===== src/rtl/vga_coord_gen.sv =====
// ---------------------------------------------------------------------------
// vga_coord_gen
//
// Free-running VGA raster timing generator. Two cascaded counters walk the
// raster (column, then row); sync, active-video and frame-start decodes are
// computed from the *next* coordinate values so that they are registered in
// the same cycle as the coordinates they describe.
//
// Optional build macro: VGA_PIPE_ALIGN_EN
//   When defined, VGA_hsync / VGA_vsync / VGA_active pass through one extra
//   register stage (loaded only on enabled edges) so they lag the
//   coordinates by one enabled cycle, lining up with a registered pixel
//   compositor. Coordinates, frameStart and frameCount are unaffected.
//
// Ports:
//   CLK             in   pixel clock
//   RESET           in   synchronous, active-high reset (priority over enable)
//   PIXEL_EN        in   raster advances only on edges where this is high
//   VGA_horzCoord   out  12-bit column, 0..H_TOTAL-1
//   VGA_vertCoord   out  12-bit row,    0..V_TOTAL-1
//   VGA_active      out  column < H_ACTIVE and row < V_ACTIVE
//   VGA_hsync       out  horizontal sync, active level H_POL
//   VGA_vsync       out  vertical sync, active level V_POL
//   VGA_frameStart  out  high while coordinates are (0,0)
//   VGA_frameCount  out  completed-frame counter, wraps modulo 2^16
// ---------------------------------------------------------------------------
module vga_coord_gen #(
    parameter int H_ACTIVE = 1280,
    parameter int H_FP     = 48,
    parameter int H_SYNC   = 112,
    parameter int H_BP     = 248,
    parameter int V_ACTIVE = 1024,
    parameter int V_FP     = 1,
    parameter int V_SYNC   = 3,
    parameter int V_BP     = 38,
    parameter int H_POL    = 1,
    parameter int V_POL    = 1
) (
    input  logic        CLK,
    input  logic        RESET,
    input  logic        PIXEL_EN,
    output logic [11:0] VGA_horzCoord,
    output logic [11:0] VGA_vertCoord,
    output logic        VGA_active,
    output logic        VGA_hsync,
    output logic        VGA_vsync,
    output logic        VGA_frameStart,
    output logic [15:0] VGA_frameCount
);

    localparam int H_TOTAL  = H_ACTIVE + H_FP + H_SYNC + H_BP;
    localparam int V_TOTAL  = V_ACTIVE + V_FP + V_SYNC + V_BP;
    localparam int HS_FIRST = H_ACTIVE + H_FP;
    localparam int HS_LAST  = H_ACTIVE + H_FP + H_SYNC - 1;
    localparam int VS_FIRST = V_ACTIVE + V_FP;
    localparam int VS_LAST  = V_ACTIVE + V_FP + V_SYNC - 1;

    // 13-bit compare constants so an active width of exactly 4096 still works
    localparam logic [12:0] H_ACTIVE_C = 13'(H_ACTIVE);
    localparam logic [12:0] V_ACTIVE_C = 13'(V_ACTIVE);
    localparam logic [12:0] HS_FIRST_C = 13'(HS_FIRST);
    localparam logic [12:0] HS_LAST_C  = 13'(HS_LAST);
    localparam logic [12:0] VS_FIRST_C = 13'(VS_FIRST);
    localparam logic [12:0] VS_LAST_C  = 13'(VS_LAST);
    localparam logic [11:0] H_LAST_C   = 12'(H_TOTAL - 1);
    localparam logic [11:0] V_LAST_C   = 12'(V_TOTAL - 1);

    localparam logic H_POL_L = (H_POL != 0);
    localparam logic V_POL_L = (V_POL != 0);

    // Elaboration-time guards: coordinates are 12 bits wide, and an empty
    // sync window would make the inclusive range bounds meaningless.
    if (H_TOTAL > 4096) begin : gHTotalCheck
        $error("vga_coord_gen: H_TOTAL exceeds 4096");
    end
    if (V_TOTAL > 4096) begin : gVTotalCheck
        $error("vga_coord_gen: V_TOTAL exceeds 4096");
    end
    if ((H_SYNC < 1) || (V_SYNC < 1)) begin : gSyncCheck
        $error("vga_coord_gen: sync widths must be at least 1");
    end

    logic [11:0] horzCount_r;
    logic [11:0] vertCount_r;
    logic [15:0] frameCount_r;
    logic        activeDec_r;
    logic        hsyncDec_r;
    logic        vsyncDec_r;
    logic        frameStart_r;

    logic [11:0] horzNext_s;
    logic [11:0] vertNext_s;
    logic        frameWrap_s;
    logic        activeNext_s;
    logic        hsyncNext_s;
    logic        vsyncNext_s;
    logic        frameStartNext_s;

    // Next raster position: column wraps at H_TOTAL-1, row steps on column wrap
    always_comb begin
        horzNext_s  = horzCount_r;
        vertNext_s  = vertCount_r;
        frameWrap_s = 1'b0;
        if (horzCount_r == H_LAST_C) begin
            horzNext_s = 12'd0;
            if (vertCount_r == V_LAST_C) begin
                vertNext_s  = 12'd0;
                frameWrap_s = 1'b1;
            end else begin
                vertNext_s = vertCount_r + 12'd1;
            end
        end else begin
            horzNext_s = horzCount_r + 12'd1;
        end
    end

    // Decodes of the next position, so they register alongside the coordinates
    always_comb begin
        activeNext_s     = ({1'b0, horzNext_s} < H_ACTIVE_C) &&
                           ({1'b0, vertNext_s} < V_ACTIVE_C);
        hsyncNext_s      = (({1'b0, horzNext_s} >= HS_FIRST_C) &&
                            ({1'b0, horzNext_s} <= HS_LAST_C)) ? H_POL_L : ~H_POL_L;
        vsyncNext_s      = (({1'b0, vertNext_s} >= VS_FIRST_C) &&
                            ({1'b0, vertNext_s} <= VS_LAST_C)) ? V_POL_L : ~V_POL_L;
        frameStartNext_s = (horzNext_s == 12'd0) && (vertNext_s == 12'd0);
    end

    // Raster counters, frame counter and coordinate-aligned decode registers
    always_ff @(posedge CLK) begin
        if (RESET) begin
            horzCount_r  <= 12'd0;
            vertCount_r  <= 12'd0;
            frameCount_r <= 16'd0;
            activeDec_r  <= 1'b1;
            hsyncDec_r   <= ~H_POL_L;
            vsyncDec_r   <= ~V_POL_L;
            frameStart_r <= 1'b1;
        end else if (PIXEL_EN) begin
            horzCount_r  <= horzNext_s;
            vertCount_r  <= vertNext_s;
            frameCount_r <= frameWrap_s ? (frameCount_r + 16'd1) : frameCount_r;
            activeDec_r  <= activeNext_s;
            hsyncDec_r   <= hsyncNext_s;
            vsyncDec_r   <= vsyncNext_s;
            frameStart_r <= frameStartNext_s;
        end
    end

    assign VGA_horzCoord  = horzCount_r;
    assign VGA_vertCoord  = vertCount_r;
    assign VGA_frameCount = frameCount_r;
    assign VGA_frameStart = frameStart_r;

`ifdef VGA_PIPE_ALIGN_EN
    logic activePipe_r;
    logic hsyncPipe_r;
    logic vsyncPipe_r;

    // Extra alignment stage: decodes lag the coordinates by one enabled cycle
    always_ff @(posedge CLK) begin
        if (RESET) begin
            activePipe_r <= 1'b1;
            hsyncPipe_r  <= ~H_POL_L;
            vsyncPipe_r  <= ~V_POL_L;
        end else if (PIXEL_EN) begin
            activePipe_r <= activeDec_r;
            hsyncPipe_r  <= hsyncDec_r;
            vsyncPipe_r  <= vsyncDec_r;
        end
    end

    assign VGA_active = activePipe_r;
    assign VGA_hsync  = hsyncPipe_r;
    assign VGA_vsync  = vsyncPipe_r;
`else
    assign VGA_active = activeDec_r;
    assign VGA_hsync  = hsyncDec_r;
    assign VGA_vsync  = vsyncDec_r;
`endif

endmodule


===== config.mk =====
export PLATFORM = sky130hd
export DESIGN_NAME = vga_coord_gen
export DESIGN_NICKNAME = d
export VERILOG_FILES = /design/src/rtl/vga_coord_gen.sv
export SDC_FILE = /design/constraint.sdc
export NUM_CORES = 1
export LEC_CHECK = 0
export ABC_AREA = 1
export CELL_PAD_IN_SITES_DETAIL_PLACEMENT = 0
export CELL_PAD_IN_SITES_GLOBAL_PLACEMENT = 2
export CORE_MARGIN = 10
export CORE_UTILIZATION = 29
export CTS_BUF_LIST = sky130_fd_sc_hd__clkbuf_8
export CTS_CLUSTER_SIZE = 16
export DETAILED_ROUTE_END_ITERATION = 6
export MAX_ROUTING_LAYER = met4
export PLACE_DENSITY_LB_ADDON = 0.25
export SYNTH_ARGS = -nofsm -noshare
export SYNTH_HDL_FRONTEND = slang
export SYNTH_SLANG_ARGS = --single-unit

===== constraint.sdc =====
create_clock -name CLK -period 2.45 [get_ports CLK]
set_input_delay 0.49 -clock CLK [delete_from_list [all_inputs] [get_ports CLK]]
set_output_delay 0.49 -clock CLK [all_outputs]
set_load 0.03 [all_outputs]

* Word level (Yosys, flattened, before mapping)
Cells that the tools add are included.
** Storage, ports and cells
- Register bits after elaboration :: 44
- Bits of input ports :: 3
- Output and inout port bits :: 44
- Word-level logic and storage cells :: 32
** Operators by class
- $add $sub $neg :: 3
- Magnitude comparators :: 6
- Eq/ne operators :: 2
- Muxes and demuxes :: 7
- Reduce and logical (&&, ||, !) cells :: 7
** Operators by type and width (count)
- 12-bit two-way mux :: 3
- 12-bit by 1-bit adder with 12-bit output (second input constant) :: 2
- 12-bit by 11-bit equality test with 1-bit output (second input constant) :: 2
- 12-bit by 11-bit >= comparator with 1-bit output (second input constant) :: 2
- 12-bit by 11-bit less-or-equal comparator with 1-bit output (second input constant) :: 2
- 12-bit logical NOT :: 2
- 12-bit by 11-bit < comparator with 1-bit output (second input constant) :: 2
- 16-bit by 1-bit adder with 16-bit output (second input constant) :: 1
- 1-bit logical AND :: 4
- 1-bit two-way mux :: 4
- 2-bit AND reduction :: 1

* Longest topological paths before layout
- Depth after elaboration :: 6
- Depth in mapped cells :: 13
- Gate-level depth less buffers :: 13

* Least setup slack after synthesis
Ideal clock, no wire load.
- Path type :: register -> register
- Start :: register horzCount_r[1] (netlist: VGA_horzCoord[1])
- End :: register frameCount_r[10] (netlist: VGA_frameCount[10])
- Setup time :: 117 ps
- Arrival :: 1863 ps
- Data required time :: 2333 ps
- Slack :: 469 ps
- Cell stages (with the launch flop) :: 13
- Buffers on the path :: 0
- Clock period less this slack :: 1981 ps
- Path through :: dfxtp_1 ha_1 nand2_2 inv_1 nand3_1 nor2_2 nand2_2 nor2_4 nand2_2 nor2_4 nand2_1 o21ai_1 a21oi_1
** On the way
- Word-level cells in the longest chain between the ends :: 3
** Ends and longest elaborated chain
- start, declared :: RTL line 83 : logic [11:0] horzCount_r;
- start signal, assigned :: RTL line 139 : horzCount_r <= horzNext_s;
- 12-bit by 11-bit equality test with 1-bit output :: RTL line 104 : if (horzCount_r == H_LAST_C) begin
- 1-bit two-way mux :: RTL line 104
- 2-bit AND reduction (no line)
- end signal, assigned :: RTL line 141 : frameCount_r <= frameWrap_s ? (frameCount_r + 16'd1) : frameCount_r;
- end, declared :: RTL line 85 : logic [15:0] frameCount_r;
No other way between the ends.
A chain may end at the register's enable or synchronous reset.

* Final worst setup path
- Start :: register horzCount_r[1] (netlist: VGA_horzCoord[1])
- End :: register vsyncDec_r (netlist: VGA_vsync)
** On the way
- Word-level cells in the longest chain between the ends :: 5
- Elaborated cells between the ends (all ways) :: 6
- Those cells by class :: order compare: 2; eq/ne: 1; mux: 2; reduce/logical: 1
** Ends and longest elaborated chain
- 12-bit by 11-bit equality test with 1-bit output * :: RTL line 104
- 12-bit two-way mux * :: RTL line 104
- 12-bit by 11-bit >= comparator with 1-bit output or 12-bit by 11-bit less-or-equal comparator with 1-bit output (tied branches) :: RTL line 123, 124
- 1-bit logical AND * :: RTL line 123 : vsyncNext_s = (({1'b0, vertNext_s} >= VS_FIRST_C) &&
- 1-bit two-way mux * :: RTL line 124 : ({1'b0, vertNext_s} <= VS_LAST_C)) ? V_POL_L : ~V_POL_L;
- end signal, assigned :: RTL line 136 : vsyncDec_r <= ~V_POL_L;
- end signal, assigned :: RTL line 144 : vsyncDec_r <= vsyncNext_s;
- end, declared :: RTL line 88 : logic vsyncDec_r;
Every way passes the cells marked *; elsewhere a longest branch is shown, timed or not.

==> flow_summary.json <==
{
  "outcome": "complete, no violations",
  "power_density_nw_per_um2": 490,
  "die_w_um": 119,
  "clk_latency_ps": 300,
  "synth.avg_cell_area_um2": 6.11,
  "clkTransAtPathRegs_ps": 90,
  "start_util_pct": 29.5,
  "drv_cap": 0,
  "diodes": 0,
  "cts_hold_buf": 0,
  "setup_viol": 0,
  "placed_cells": 638,
  "grt_max_degree": 32,
  "grt.total_usage_pct": 13.9,
  "ys_types": 32,
  "globalplace.congestion": 0.869,
  "fp-row-count": 36,
  "cts_tree": "yes",
  "fin_crit_sh_pct": 89.0,
  "ir_drop_v": 0.000351,
  "path_max_fanout": 9,
  "synthTopCellsByCount": "116 x nand2_1, 67 x inv_1, 53 x nor2_1",
  "final.setup.tns_ps": 0,
  "dieArea_um2": 14200,
  "synth_most_common_cell": "nand2_1",
  "syn_area_um2": 2840,
  "ys.warnings.count": 0,
  "antenna_found_initial": 0,
  "finalWirelength_mm": 9.55,
  "stdcell_area_um2": 3590,
  "synthFlopType": "dfxtp_1",
  "synth_fp_nets": 473,
  "register_area_um2": 881,
  "min_period_ps": 2180,
  "worstSetupEndpointType": "flop",
  "critical_path_class": "reg2reg",
  "grt_pass1_wl_mm": 15.9,
  "areaGrowthSynthToFinish_pct": 26.5,
  "num-fill-cells": 1068,
  "synth_top_area_share_pct": 31.0,
  "multiInputGateArea_um2": 1640,
  "placed_area_um2": 3460,
  "finalPower_mw": 1.76,
  "htreeDepth": 2,
  "required_ps": 2640,
  "fin_ws_ps": 269,
  "synth_edf_count": 0,
  "grt_setup_unrepaired": "no",
  "first_global_vias": 3055,
  "post_drt_wl_per_cell_um": 14.8,
  "nNetsFinal": 520,
  "timing.fmax_mhz": 459,
  "die_h_um": 119,
  "preCtsSetupSlack_ps": 291,
  "fin_util_pct": 37.3,
  "seq_area_frac_synth_pct": 31.0,
  "dr_total_vias": 3044,
  "relSlewSlack_pct": 56.0,
  "slew_violations": 0,
  "numClockSinks": 44,
  "ant_nets": 0,
  "stdcell_count": 645,
  "synth_largest_area_cell": "dfxtp_1",
  "cp_data_arrival_time_ps": 2370,
  "design.core.area_um2": 9640,
  "layout-drive-gt1-share_pct": 6.45,
  "dr.pass1.iters": 4,
  "vias_per_cell": 4.72,
  "finalHoldWorstSlack_ps": 498,
  "port_buffers": 46,
  "clockBufferDepth": 2,
  "ys_top_cells_by_area": "dfxtp_1 31%, nand2_1 15%, inv_1 8.9%",
  "cts_resized": 0,
  "p_leak_nw": 1.56,
  "grt-ovfl-total": 0,
  "finalHoldViolCount": 0,
  "hold_path_class": "reg2reg",
  "synthArstFlopShare_pct": 0,
  "drt_iter0_drc": 169,
  "drc": 0,
  "ios": 47,
  "post_cts_buffers": 0,
  "skew_ps": 5.32,
  "start_kind": "flop",
  "synth_cells": 465,
  "tightest_slew_ps": 660,
  "root_buffer": "clkbuf_8",
  "ys_ff_latch": 44,
  "dpl.hpwl_mm": 7.22,
  "cts_made_buffers": 5
}
==> placed cells by master (no fill, tap or decap), types with 7 or more instances in the layout <==
master           Yosys  routed
nand2_1            116     116
inv_1               67      67
nor2_1              53      53
clkdlybuf4s50_1      0      46
dfxtp_1             44      44
nand3_1             42      42
a21oi_1             38      38
o21ai_0             25      25
nor3_1               9       9
nand4_1              8       8
buf_4                1       7
==> flip-flops by register name, indices dropped and copies added (netlist names) <==
name,count
VGA_active,1
VGA_frameCount,16
VGA_frameStart,1
VGA_horzCoord,12
VGA_hsync,1
VGA_vertCoord,12
VGA_vsync,1
==> report_power, final <==
group          internal [mW]  switching, mW  leakage [nW]
sequential             0.741         0.0406         0.360
clock                  0.402          0.283        0.0642
combinational          0.104          0.190          1.14
total                   1.25          0.514          1.56
==> worst max-delay path, stage by stage (launching register included) <==
cell and delay [ps]:
dfxtp_1 410, ha_1 260, nand2_2 130, nor2_1 200
nand3_2 260, nand2_1 130, inv_1 40, nor2_1 210
nand2_1 80, nor2_1 140, nor2_1 60, nand2_1 80
a21oi_2 50
==> routing by layer <==
layer,GRT usage (%),wire length (um)
met1,17.2,4680
met2,22.2,4350
met3,2.88,395
met4,4.05,124
met5,-,0
==> cell families (layout without fill, tap and decap cells) <==
kind of cell,after synthesis,after routing,synth area share (%)
flops,44,44,31.0
fa+ha+maj,5,5,2.20
buf+inv,83,130,11.2
xor+xnor,7,7,2.16
compound gates,76,76,14.3
simple gates,250,250,39.1
==> layout make-up <==
type,count,area share (%)
tap,133,4.63
clock inverter,2,1.67
clock buffer,5,1.92
multi-input combinational,338,45.7
timing repair buffer,53,14.3
inverter,70,7.31
sequential,44,24.5
==> final timing paths <==
| kind | start | end | slack [ps] | cells after the start |
|---|---|---|---|---|
| worst max-delay path | VGA_horzCoord[1] | VGA_vsync | 270 | 12 |
| worst min-delay path | VGA_hsync | VGA_hsync | 500 | 2 |
| worst max register to register | VGA_horzCoord[1] | VGA_vsync | 270 | 12 |
| worst min register to register | VGA_hsync | VGA_hsync | 500 | 2 |
(Power assumes the default switching activity.)
